$ cat config.mk
export PLATFORM = sky130hd
export DESIGN_NAME = pc_sequencer
export DESIGN_NICKNAME = d
export VERILOG_FILES = /design/src/rtl/pc_sequencer.sv
export SDC_FILE = /design/constraint.sdc
export NUM_CORES = 1
export LEC_CHECK = 0
export CAP_MARGIN = 20
export CELL_PAD_IN_SITES_DETAIL_PLACEMENT = 0
export CELL_PAD_IN_SITES_GLOBAL_PLACEMENT = 2
export CORE_ASPECT_RATIO = 0.6
export CORE_MARGIN = 2
export CORE_UTILIZATION = 27
export CTS_BUF_LIST = sky130_fd_sc_hd__clkbuf_4
export DETAILED_ROUTE_END_ITERATION = 16
export PLACE_DENSITY_LB_ADDON = 0.08
export SKIP_CTS_REPAIR_TIMING = 1
export SYNTH_ARGS = -nofsm -noshare
export SYNTH_HDL_FRONTEND = slang
export SYNTH_SLANG_ARGS = --single-unit
export TNS_END_PERCENT = 30
$ cat constraint.sdc
create_clock -name clk -period 2.7 [get_ports clk]
set_clock_uncertainty 0.15 [all_clocks]
set_input_delay 0.27 -clock clk [delete_from_list [all_inputs] [get_ports clk]]
set_output_delay 0.27 -clock clk [all_outputs]
set_load 0.02 [all_outputs]
$ cat src/rtl/pc_sequencer.sv
// pc_sequencer -- program counter / fetch request sequencer.
//
// Issues one fetch request per cycle while running and advances the PC by 4
// on every accepted fetch. Branch, jump and exception redirects can land at
// any time: they are applied on an accept, held in a pending register while
// the request is stalled, or loaded straight into the PC while not issuing.
//
// Build option: define PC_SEQ_ALIGN_CHECK_EN to send misaligned redirect
// targets to EXC_VECTOR and flag them on misalign_o. Without the macro,
// bits [1:0] of every target are cleared and misalign_o is tied low.
//
// Ports
//   clk            clock, all state changes on the rising edge
//   rst_n          synchronous active-low reset
//   halt_i         request to stop issuing fetches
//   br_valid_i     taken-branch redirect, target br_target_i
//   jmp_valid_i    jump redirect, target jmp_target_i
//   exc_valid_i    exception redirect to EXC_VECTOR
//   fetch_ready_i  instruction memory accepts the request this cycle
//   fetch_valid_o  fetch request valid
//   fetch_pc_o     fetch address (current PC)
//   pc_plus4_o     fetch_pc_o + 4, modulo 2^32
//   fetch_count_o  accepted fetches, wraps at 16 bits
//   misalign_o     one-cycle pulse after a misaligned redirect is taken
//
// state      | meaning
// RESET_HOLD | single idle cycle after reset release, no request
// ISSUE      | fetch request driven on fetch_valid_o / fetch_pc_o
// HALT       | stopped; PC held, redirects load it directly

module pc_sequencer #(
   parameter logic [31:0] RESET_PC   = 32'h0000_0000,
   parameter logic [31:0] EXC_VECTOR = 32'h8000_0180
) (
   input  logic        clk,
   input  logic        rst_n,
   input  logic        halt_i,
   input  logic        br_valid_i,
   input  logic [31:0] br_target_i,
   input  logic        jmp_valid_i,
   input  logic [31:0] jmp_target_i,
   input  logic        exc_valid_i,
   input  logic        fetch_ready_i,
   output logic        fetch_valid_o,
   output logic [31:0] fetch_pc_o,
   output logic [31:0] pc_plus4_o,
   output logic [15:0] fetch_count_o,
   output logic        misalign_o
);

   typedef enum logic [1:0] {
      RESET_HOLD = 2'd0,
      ISSUE      = 2'd1,
      HALT       = 2'd2
   } state_t;

   state_t      state_q, state_d;
   logic [31:0] pc_q, pc_d;
   logic [31:0] pend_tgt_q, pend_tgt_d;
   logic        pend_q, pend_d;
   logic        halt_pend_q, halt_pend_d;
   logic [15:0] cnt_q;
   logic        accept;

   logic        redir_live;
   logic [31:0] redir_raw;
   logic [31:0] redir_tgt;

   assign fetch_pc_o    = pc_q;
   assign pc_plus4_o    = pc_q + 32'd4;
   assign fetch_count_o = cnt_q;

   // Redirect winner: exception over jump over branch.
   always_comb begin
      redir_live = exc_valid_i | jmp_valid_i | br_valid_i;
      redir_raw  = '0;
      if (exc_valid_i)
         redir_raw = EXC_VECTOR;
      else if (jmp_valid_i)
         redir_raw = jmp_target_i;
      else if (br_valid_i)
         redir_raw = br_target_i;
   end

`ifdef PC_SEQ_ALIGN_CHECK_EN
   logic redir_bad;
   logic misalign_q;

   assign redir_bad  = redir_live && (redir_raw[1:0] != 2'b00);
   assign redir_tgt  = redir_bad ? EXC_VECTOR : redir_raw;
   assign misalign_o = misalign_q;

   // Every live redirect is taken in the cycle it appears (applied, latched
   // as pending, or loaded while idle), so the flag simply follows it.
   always_ff @(posedge clk) begin
      if (!rst_n)
         misalign_q <= 1'b0;
      else
         misalign_q <= redir_bad;
   end
`else
   assign redir_tgt  = redir_raw & 32'hFFFF_FFFC;
   assign misalign_o = 1'b0;
`endif

   always_comb begin
      state_d       = state_q;
      pc_d          = pc_q;
      pend_tgt_d    = pend_tgt_q;
      pend_d        = pend_q;
      halt_pend_d   = halt_pend_q;
      fetch_valid_o = 1'b0;
      accept        = 1'b0;
      case (state_q)
         RESET_HOLD: begin
            state_d = halt_i ? HALT : ISSUE;
            if (redir_live) begin
               pc_d   = redir_tgt;
               pend_d = 1'b0;
            end
         end
         ISSUE: begin
            fetch_valid_o = 1'b1;
            accept        = fetch_ready_i;
            if (accept) begin
               if (redir_live)
                  pc_d = redir_tgt;
               else if (pend_q)
                  pc_d = pend_tgt_q;
               else
                  pc_d = pc_plus4_o;
               pend_d      = 1'b0;
               halt_pend_d = 1'b0;
               if (halt_i || halt_pend_q)
                  state_d = HALT;
            end else begin
               // Request must stay stable while stalled; remember what
               // arrived and act on it at the accept.
               if (redir_live) begin
                  pend_d     = 1'b1;
                  pend_tgt_d = redir_tgt;
               end
               if (halt_i)
                  halt_pend_d = 1'b1;
            end
         end
         HALT: begin
            if (redir_live) begin
               pc_d   = redir_tgt;
               pend_d = 1'b0;
            end
            if (!halt_i)
               state_d = ISSUE;
         end
         default: state_d = RESET_HOLD;
      endcase
   end

   always_ff @(posedge clk) begin
      if (!rst_n) begin
         state_q     <= RESET_HOLD;
         pc_q        <= RESET_PC;
         pend_tgt_q  <= '0;
         pend_q      <= 1'b0;
         halt_pend_q <= 1'b0;
         cnt_q       <= '0;
      end else begin
         state_q     <= state_d;
         pc_q        <= pc_d;
         pend_tgt_q  <= pend_tgt_d;
         pend_q      <= pend_d;
         halt_pend_q <= halt_pend_d;
         if (accept)
            cnt_q <= cnt_q + 16'd1;
      end
   end

endmodule

; Word level (Yosys, flattened, before mapping)
; Cells that the tools add are included.
[word_totals]
word_cells = 49
input_bits = 71
output_inout_bits = 82
reg_bits = 82
[classes]
mux = 21
n_addsub = 2
n_bitwise = 3
n_eq_ne = 7
reduce_logical = 10
[ops]
columns = operator, n
row1 = $mux W32, 7
row2 = $pmux W32 S2, 1
row3 = $add A32 B3 Y32 const B, 1
row4 = $add A16 B1 Y16 const B, 1
row5 = $reduce_and A3 Y1, 4
row6 = $mux W2, 4
row7 = $mux W1, 7
row8 = $ne A2 B2 Y1 const B, 3
row9 = $pmux W2 S3, 1
row10 = $reduce_bool A2 Y1, 2
row11 = $ne A3 B3 Y1 const B, 1
row12 = $eq A2 B1 Y1 const B, 1
row13 = $eq A2 B2 Y1 const B, 1
row14 = $logic_not A2 Y1, 1
row15 = $ne A2 B1 Y1 const B, 1
row16 = $or A1 B1 Y1, 2
row17 = $pmux W1 S2, 1
row18 = $reduce_and A2 Y1, 1
row19 = $reduce_or A2 Y1, 1
row20 = $logic_or A1 B1 Y1, 1
row21 = $not A1 Y1, 1

; Logic depth before layout (Yosys ltp)
[depth]
word_depth = 6
ltp_mapped = 8
ltp_nobuf = 6

; Worst setup path before layout
; Ideal clock, no wire load.
[synth_path]
path_kind = register to output
start = register pc_q[17] (netlist: fetch_pc_o[17])
end = output port pc_plus4_o[31]
setup_slack_ps = 283
path_buffers = 1
arrival_ps = 1997
t_required_ps = 2280
path_stages_with_launch = 7
cell_sequence = dfxtp_1 > buf_2 > and4_1 > nand4_1 > or2_2 > nor3_1 > xor2_1
[synth_between]
elab_chain_len = 1
[synth_lines]
columns = item, line
row1 = start: declaration, 58  ; logic [31:0] pc_q, pc_d;
row2 = start signal: assignment, 169  ; pc_q <= pc_d;
row3 = $add A32 B3 Y32, 70  ; assign pc_plus4_o = pc_q + 32'd4;
row4 = end: declaration, 46  ; output logic [31:0] pc_plus4_o,
; No other way between the ends.

; Final worst setup path
[layout_path]
start = register pc_q[3] (netlist: fetch_pc_o[3])
end = output port pc_plus4_o[16]
; The elaborated chain is that of the path after synthesis.

==> summary.md <==
| Metric | Value |
|---|---|
| Violated checks | setup timing |
| Period minus WS final | 2830 ps |
| WHS Path Cells | 2 |
| Row Count | 37 |
| Final Max Slew Viols | 0 |
| Area of the core | 17,300 sq um |
| Num Clock Sinks | 80 |
| Clock tree from TritonCTS | built |
| Number of levels the H-tree was split into | 3 |
| Largest area contributor in the netlist | sky130_fd_sc_hd__dfxtp_1 |
| Initial DRT Pass Iterations | 5 |
| Synth top area cells | sky130_fd_sc_hd__dfxtp_1, sky130_fd_sc_hd__nand2_1, sky130_fd_sc_hd__a21oi_1, sky130_fd_sc_hd__xnor2_1, sky130_fd_sc_hd__a21boi_0 |
| Total I/O pin count | 153 |
| Leakage power | 2.92 nW |
| Seq/Total Area, Yosys | 0.332 |
| Syn_area_per_cell | 7.72 sq um |
| Outcome | finished with violations |
| Antenna Violating Nets Remaining | 0 |
| Antenna diodes | 0 |
| Global-route total usage across every layer | 0.209 |
| Final Worst Setup Slack | -132 ps |
| Number of unique standard cell types used by synthesis | 61 |
| Detailed placement HPWL | 15,100 um |
| Wire length of the first global-routing pass | 29,900 um |
| FILL cells | 1,797 |
| TritonCTS buffer count | 9 |
| Placement Cell Area | 7000 sq um |
| Max-cap violation count | 0 |
| Die area | 19,000 sq um |
| Share of the core filled with cells in the final layout | 0.420 |
| Die outline height | 108 um |
| DRC | 0 |
| Total power divided by cell area | 413 nW/um^2 |
| Post-route cell area | 7260 sq um |
| Path depth of the worst reg2reg path | 7 |
| Clock latency reported for the late side of the worst-skew pair | 470 ps |
| Total negative slack | -132 ps |
| Portion of synthesized cell area occupied by the leading cell type | 0.332 |
| Number of nets in the finished design | 895 |
| Multi-input logic area | 3010 sq um |
| Number of enable flip-flop cells after synthesis | 0 |
| Proportion of layout cells with a drive suffix above 1 | 0.193 |
| Hold Vio Cnt, Final | 0 |
| Maximum vdd drop | 208 uV |
| Required time of the critical path | 2280 ps |
| Synth cell count leaders | sky130_fd_sc_hd__nand2_1, sky130_fd_sc_hd__dfxtp_1, sky130_fd_sc_hd__a21oi_1 |
| Port-buffer cells | 143 |
| Post-placement worst setup slack | -7.03 ps |
| Arrival time worst endpoint | 2410 ps |
| Most common flop cell mapped by yosys | sky130_fd_sc_hd__dfxtp_1 |
| Initial Utilization | 0.279 |
| DR vias/cell | 5.02 |
| Largest net degree at the start of global routing | 39 |
| Critical-path maximum fanout | 5 |
| Peak clock frequency supported by timing | 353 MHz |
| Max-Slew Margin vs Limit | 0.585 |
| Clock Tree Root | sky130_fd_sc_hd__clkbuf_4 |
| Critical path class | flop to primary output |
| Synthesized netlist cell count | 625 |
| Synthesis Warnings | 0 |
| Vias in the first global route | 5,128 |
| Area of the mapped netlist | 4820 sq um |
| Proportion of register bits with asynchronous set or reset after synthesis | 0 |
| Aggregate routed wire length | 19,600 um |
| Most frequent cell after synthesis | sky130_fd_sc_hd__nand2_1 |
| Clock transition at the registers of the reported paths | 140 ps |
| Number of synthesized register bits | 80 |
| Setup violations, final | 1 |
| Final GP Congestion | 0.866 |
| Crit. End Element | primary output |
| Initial detailed-routing violation count | 271 |
| Routed length per instance | 18.5 um |
| Setup repair after global routing missed its margin | yes |
| FF/Latch Area | 1620 sq um |
| Remaining global-route overflow | 0 |
| Startpoint kind of the worst setup timing path | flop |
| Final period utilization | 1.05 |
| Antenna violations before repair | 0 |
| Number of vias after detailed routing | 5,328 |
| Maximum clock insertion buffer count | 2 |
| Tot Pwr | 0.00300 W |
| Floorplan die width | 177 um |
| Slew @ Worst Pin | 623 ps |
| Area growth, synth to finish | 50.6% |
| Class of the tightest hold or removal check | flop to flop |
[placed cells by master (no fill, tap or decap), types with 17 or more instances in the layout]
| master | netlist | routed |
|---|---|---|
| sky130_fd_sc_hd__a21oi_1 | 60 | 60 |
| sky130_fd_sc_hd__nand3_1 | 24 | 23 |
| sky130_fd_sc_hd__nor2_1 | 41 | 40 |
| sky130_fd_sc_hd__nand2_1 | 83 | 83 |
| sky130_fd_sc_hd__dfxtp_1 | 80 | 68 |
| sky130_fd_sc_hd__a22oi_1 | 17 | 17 |
| sky130_fd_sc_hd__xnor2_1 | 22 | 20 |
| sky130_fd_sc_hd__buf_4 | 8 | 85 |
| sky130_fd_sc_hd__a21boi_0 | 21 | 21 |
| sky130_fd_sc_hd__clkdlybuf4s50_1 | 0 | 119 |
| sky130_fd_sc_hd__o21ai_0 | 29 | 29 |
[registers in the layout (all words and copies together), names as in the netlist]
signal and count:
state_q 2, halt_pend_q 1, pend_q 1, pend_tgt_q 30, fetch_pc_o 30, fetch_count_o 16
[logic make-up (layout without fill, tap and decap cells)]
kind of cell / count (synthesis) / after routing / share of synthesized area
other cells: 1 / 5 / 0.000778
simple gates: 249 / 249 / 0.271
compound gates: 184 / 184 / 0.243
fa+ha+maj: 2 / 2 / 0.00519
xor+xnor: 38 / 38 / 0.0690
buf+inv: 64 / 262 / 0.0631
mux: 7 / 7 / 0.0156
flops: 80 / 80 / 0.332
[stage by stage]
stage                     hold slack, ps  cells
after floorplan                      252    629
after global placement               299   1042
after detailed placement             309   1042
after CTS                          -35.4   1058
after global routing                 339   1061
final                                323   1061
[cell type report]
class	count	share of cell area
Clock buffer	10	0.0103
Clock inverter	6	0.0115
Inverter	13	0.00672
Multi-Input combinational cell	485	0.414
Sequential cell	80	0.223
Tap cell	234	0.0403
Timing Repair Buffer	233	0.295
[worst max-delay path: stages (launching register included)]
cell,delay [ps]
sky130_fd_sc_hd__dfxtp_2,400
sky130_fd_sc_hd__ha_2,220
sky130_fd_sc_hd__nand3_1,180
sky130_fd_sc_hd__nor3_2,230
sky130_fd_sc_hd__nand2_1,150
sky130_fd_sc_hd__xnor2_1,140
sky130_fd_sc_hd__clkdlybuf4s50_1,620
[where the power goes]
part / internal (W) / switching [W]
Clock: 0.000381 / 0.000475
Sequential: 0.00123 / 0.0000530
Combinational: 0.000402 / 0.000452
Total: 0.00202 / 0.000980
[routing by layer]
layer	share of wire	vias to the layer above	GRT usage
met5	0	-	0
met3	0.072	12	0.0498
met1	0.54	2507	0.328
li1	-	2623	-
met2	0.38	186	0.281
met4	0.0075	0	0.0419
[final timing paths]
| check | endpoint | from | slack (ps) |
|---|---|---|---|
| max | pc_plus4_o[16] | fetch_pc_o[3] | -130 |
| min | pend_tgt_q[29] | pend_tgt_q[29] | 320 |
| max reg2reg | fetch_pc_o[20] | state_q[0] | 540 |
| min reg2reg | pend_tgt_q[29] | pend_tgt_q[29] | 320 |
(Power assumes the default switching activity.)
